==> src/rtl/mem_arb_2x1.sv <==
// mem_arb_2x1: two clients share one memory port.
// Requests are arbitrated with a 1-bit round-robin pointer and forwarded
// combinationally. The ID of each accepted request goes into an in-order FIFO,
// and responses are routed back to the client named at the FIFO head.
// Ports:
//   clk, rst                          clock, synchronous active-high reset
//   c0_req_* / c1_req_*               client request streams (val/rdy/msg)
//   c0_resp_* / c1_resp_*             client response streams (val/rdy/msg)
//   mem_req_*                         shared memory request stream
//   mem_resp_*                        shared memory response stream
//   num_out                           outstanding request count
//   err                               sticky flag for a response with nothing outstanding
// p_max_out must be a power of two and at least 2.

`ifndef MEM_REQ
`define MEM_REQ(o_bits) logic [(3 + (o_bits) + 32 + 2 + 32) - 1:0]
`endif
`ifndef MEM_RESP
`define MEM_RESP(o_bits) logic [(3 + (o_bits) + 2 + 2 + 32) - 1:0]
`endif

module mem_arb_2x1 #(
  parameter type         t_req_msg  = `MEM_REQ(8),
  parameter type         t_resp_msg = `MEM_RESP(8),
  parameter int unsigned p_max_out  = 4
) (
  input  logic                        clk,
  input  logic                        rst,

  input  logic                        c0_req_val,
  output logic                        c0_req_rdy,
  input  t_req_msg                    c0_req_msg,
  output logic                        c0_resp_val,
  input  logic                        c0_resp_rdy,
  output t_resp_msg                   c0_resp_msg,

  input  logic                        c1_req_val,
  output logic                        c1_req_rdy,
  input  t_req_msg                    c1_req_msg,
  output logic                        c1_resp_val,
  input  logic                        c1_resp_rdy,
  output t_resp_msg                   c1_resp_msg,

  output logic                        mem_req_val,
  input  logic                        mem_req_rdy,
  output t_req_msg                    mem_req_msg,
  input  logic                        mem_resp_val,
  output logic                        mem_resp_rdy,
  input  t_resp_msg                   mem_resp_msg,

  output logic [$clog2(p_max_out):0]  num_out,
  output logic                        err
);

  localparam int unsigned AW = $clog2(p_max_out);
  localparam int unsigned CW = AW + 1;

  logic          r_ptr;
  logic          r_fifo [p_max_out];
  logic [AW-1:0] r_wr_ptr;
  logic [AW-1:0] r_rd_ptr;
  logic [CW-1:0] r_num_out;
  logic          r_err;

  logic w_full;
  logic w_empty;
  logic w_any_val;
  logic w_gnt;
  logic w_head;
  logic w_req_fire;
  logic w_resp_fire;

  // FIFO occupancy
  assign w_full  = (r_num_out == CW'(p_max_out));
  assign w_empty = (r_num_out == '0);

  // Request arbitration: the pointer only matters on a tie
  assign w_any_val = c0_req_val | c1_req_val;
  assign w_gnt     = (c0_req_val & c1_req_val) ? r_ptr : c1_req_val;

  assign mem_req_val = w_any_val & ~w_full & ~rst;
  assign mem_req_msg = w_gnt ? c1_req_msg : c0_req_msg;
  assign c0_req_rdy  = mem_req_val & mem_req_rdy & ~w_gnt;
  assign c1_req_rdy  = mem_req_val & mem_req_rdy &  w_gnt;
  assign w_req_fire  = mem_req_val & mem_req_rdy;

  // Response routing by the oldest outstanding ID; with nothing outstanding
  // the response is accepted and dropped
  assign w_head       = r_fifo[r_rd_ptr];
  assign mem_resp_rdy = rst     ? 1'b0 :
                        w_empty ? 1'b1 :
                        (w_head ? c1_resp_rdy : c0_resp_rdy);
  assign c0_resp_val  = ~rst & ~w_empty & mem_resp_val & ~w_head;
  assign c1_resp_val  = ~rst & ~w_empty & mem_resp_val &  w_head;
  assign c0_resp_msg  = mem_resp_msg;
  assign c1_resp_msg  = mem_resp_msg;
  assign w_resp_fire  = mem_resp_val & mem_resp_rdy & ~w_empty;

  assign num_out = r_num_out;
  assign err     = r_err;

  // Pointer, FIFO pointers, outstanding count and error flag
  always_ff @(posedge clk) begin
    if (rst) begin
      r_ptr     <= 1'b0;
      r_wr_ptr  <= '0;
      r_rd_ptr  <= '0;
      r_num_out <= '0;
      r_err     <= 1'b0;
    end else begin
      if (w_req_fire) begin
        r_ptr    <= ~r_ptr;
        r_wr_ptr <= r_wr_ptr + AW'(1);
      end
      if (w_resp_fire) begin
        r_rd_ptr <= r_rd_ptr + AW'(1);
      end
      if (w_req_fire && !w_resp_fire) begin
        r_num_out <= r_num_out + CW'(1);
      end else if (!w_req_fire && w_resp_fire) begin
        r_num_out <= r_num_out - CW'(1);
      end
      if (mem_resp_val && w_empty) begin
        r_err <= 1'b1;
      end
    end
  end

  // ID storage; a stale entry is never read because the pointers are reset
  always_ff @(posedge clk) begin
    if (w_req_fire) begin
      r_fifo[r_wr_ptr] <= w_gnt;
    end
  end

endmodule

==> config.mk <==
export PLATFORM = sky130hd
export DESIGN_NAME = mem_arb_2x1
export DESIGN_NICKNAME = d
export VERILOG_FILES = /design/src/rtl/mem_arb_2x1.sv
export SDC_FILE = /design/constraint.sdc
export NUM_CORES = 1
export LEC_CHECK = 0
export BUFFER_PORTS_ARGS = -buffer_cell sky130_fd_sc_hd__buf_2
export CAP_MARGIN = 10
export CORE_AREA = 2 2 153 155
export CTS_CLUSTER_DIAMETER = 120
export DETAILED_ROUTE_END_ITERATION = 10
export DIE_AREA = 0 0 155 157
export SLEW_MARGIN = 20
export SYNTH_ARGS = -nofsm -noshare
export SYNTH_HDL_FRONTEND = slang
export SYNTH_SLANG_ARGS = --single-unit
==> constraint.sdc <==
create_clock -name clk -period 7.2 [get_ports clk]
set_clock_uncertainty 0.05 [all_clocks]
set_input_delay 0 -clock clk [delete_from_list [all_inputs] [get_ports clk]]
set_output_delay 0 -clock clk [all_outputs]
set_load 0.005 [all_outputs]
==> summary.md <==
| Metric | Value |
|---|---|
| Run status | finished, final reports clean |
| Final hold vios | 0 |
| Number of global-route vias before repair | around 2200 |
| Final setup fails | 0 |
| Setup crit end kind | flip-flop |
| Antenna violations before repair | 1 |
| Final WS setup | 4530 ps |
| Post-synthesis sequential area ratio | 14.2% |
| PwrDens | about 110 nW/µm² |
| GP Congestion | 0.821 |
| RSZ-0062 raised after global routing | no |
| Avg Inst Size Synth | 9.56 µm² |
| Max Fanout on Critical Path | 10 |
| GRT Util Overall | under 10% |
| Die Ht | 157 µm |
| Dominant cell type by area after synthesis | mux2_2 |
| Synthesis-stage register bit count | 15 |
| Routed vias/inst | roughly 3.3 |
| Synth cell types | 30 |
| Most common cell in the netlist | buf_4 |
| Gate Count Post-Synth | 250 |
| Ys flop type | dfxtp_1 |
| Drc violations | 0 |
| Clock transition at the registers of the reported paths | roughly 50 ps |
| Final Max Slew Viols | 0 |
| Worst R2R Start | num_out[0] |
| F_max | 374 MHz |
| Final worst-path cycle share | 37.1% |
| IO Count | a little under 400 |
| Post-Place Worst Slack | 4560 ps |
| Largest cells by area after synthesis | mux2_2 36%, buf_4 30%, dfxtp_1 9.2%, edfxtp_1 5.0%, ha_1 2.6% |
| R2R setup slack | 4530 ps |
| Tmin final | 2670 ps |
| Post-DRT Antenna Nets | 0 |
| Share of layout cells above drive strength 1 | 76.6% |
| Commonest cells post-synth | 94 x buf_4, 77 x mux2_2, 11 x dfxtp_1 |
| Setup TNS | 0 ps |
| Max VDD drop | ~0.065 mV |
| Yosys warnings | 0 |
| CTS tree | done |
| DP Cell Count | 681 |
| Cell Area, Synth | 2390 µm² |
| P_leak | 1.86 nW |
| DR WL/cell | 13.2 µm |
| Worst Hold Class | primary input to flip-flop |
| CP required | between 7000 and 8000 ps |
| Rel. slew slack | 53.6% |
| WHS Path Cells | 2 |
| Global route overflow | 0 |
| Iteration-0 DRC count of the detailed router | 70 |
| Worst-Skew Late Latency | between 200 and 250 ps |
| Number of vias in the routed layout | about 2400 |
| CP arrival | 2800 ps |
| Max-cap violations | 0 |
| R2R depth | 8 |
| Worst-Margin Slew | between 600 and 700 ps |
| Final WL | a little under 10 mm |
| Hpwl dp | 8.10 mm |
| Final #Nets | 665 |
| Syn-to-layout area delta | 60.5% |
| Syn_nets | between 400 and 500 |
| DIE WIDTH | 155 µm |
| Total die area | 24300 µm² |
| Num CTS Buffers | 3 |
| Critical Path End | num_out[2] |
| Non-Filler Instances | 735 |
| Largest net degree at the start of global routing | 44 |
| Resize count post-CTS | 0 |
| DRT Pass-1 Iters | 4 |
| H-tree depth | 1 |
| Clk sinks | 15 |
| Initial Util | 10.6% |
| CP startpoint | num_out[0] |
| WS Path Type | flip-flop to flip-flop |
| CP Launch Type | flip-flop |
| Async SR Flop Fraction | 0% |
| Post-synth EDFFs | 4 |
| Worst-case clock buffer depth | 2 |
| Design Power | 0.433 mW |
| Port Buffers | 248 |
| Reg2reg end | num_out[2] |
| Core area | 22500 µm² |
| Clock root buffer | clkbuf_16 |
| Final hold slack | 54.4 ps |
| FP Rows | 55 |
| Synth top area share | 36.3% |
| First-pass GRT wire length | 12.5 mm |
-- stage by stage --
step	utilization [%]	cell area [µm²]
floorplan	-	2390
global placement	14.4	3250
detailed placement	14.4	3250
CTS	16.9	3810
global route	17.0	3830
finish	17.0	3840
-- logic make-up (layout without fill, tap and decap cells) --
group                    count (synthesis)  after routing  share of synthesized area, %
multiplexers                            82             82                          39.1
buffers and inverters                  109            308                          32.6
flip-flops                              15             15                          14.2
adder cells (fa/ha/maj)                  6              6                          3.46
AND/OR/NAND/NOR                         24             24                          5.86
AO/OA/AOI/OAI                           10             10                          3.30
XOR/XNOR                                 4              4                          1.47
other                                    0              1                             0
-- per-layer routing --
layer / up-vias / GRT usage, % / share of wire (%)
met3: 2 / 1.24 / 7.5
met1: 1061 / 8.84 / 41
met4: 0 / 1.54 / 0.52
met5: - / 0 / 0
li1: 1155 / - / -
met2: 183 / 11.8 / 51
-- worst max-delay path: stages (launching register included) --
cell and delay (ps):
dfxtp_1 450, nor2_2 90, a2111oi_4 680, ha_1 290, inv_1 60, fa_1 370
xor2_1 180, or3_1 300, a21oi_1 130
-- where the power goes --
group          leakage (nW)  switching, mW  total [mW]  internal [mW]
registers             0.127        0.00740       0.101         0.0932
logic                  1.69         0.0931       0.225          0.132
clock network        0.0409         0.0335       0.108         0.0741
-- worst min-delay path by stage --
stage	to	start
after detailed placement	c0_resp_msg[7]	mem_resp_msg[7]
after global placement	c0_resp_msg[7]	mem_resp_msg[7]
after global routing	r_wr_ptr[1]	rst
final	r_wr_ptr[1]	rst
after CTS	r_wr_ptr[1]	rst
after floorplan	mem_req_val	rst
-- cell type report --
type / instances / area, µm²
Fill cell: 2517 / 18700
Timing Repair Buffer: 298 / 1760
Multi-Input combinational cell: 126 / 1280
Tap cell: 285 / 357
Sequential cell: 15 / 340
Clock buffer: 3 / 75.1
Inverter: 6 / 22.5
Clock inverter: 1 / 5.00
Antenna cell: 1 / 2.50
-- what timing repair did --
item                                    4_1_cts  5_1_grt
setup buffers                                 0        0
endpoints found under the setup margin        0        0
hold endpoints to repair                     95        0
hold buffers                                 48        0
-- cells in the final DEF (no fill, tap or decap), types with 2 or more instances in the layout --
cell           instances
dfxtp_1               11
edfxtp_1               4
xnor2_1                2
xor2_1                 2
dlygate4sd3_1         48
a21oi_1                5
buf_2                248
mux2i_1                3
clkbuf_16              3
inv_1                  6
ha_1                   5
mux2_2                77
and2_2                 6
or3_1                  2
nor2_1                 8
o21ai_0                2
Note: power is estimated with default switching activity, not from simulation.
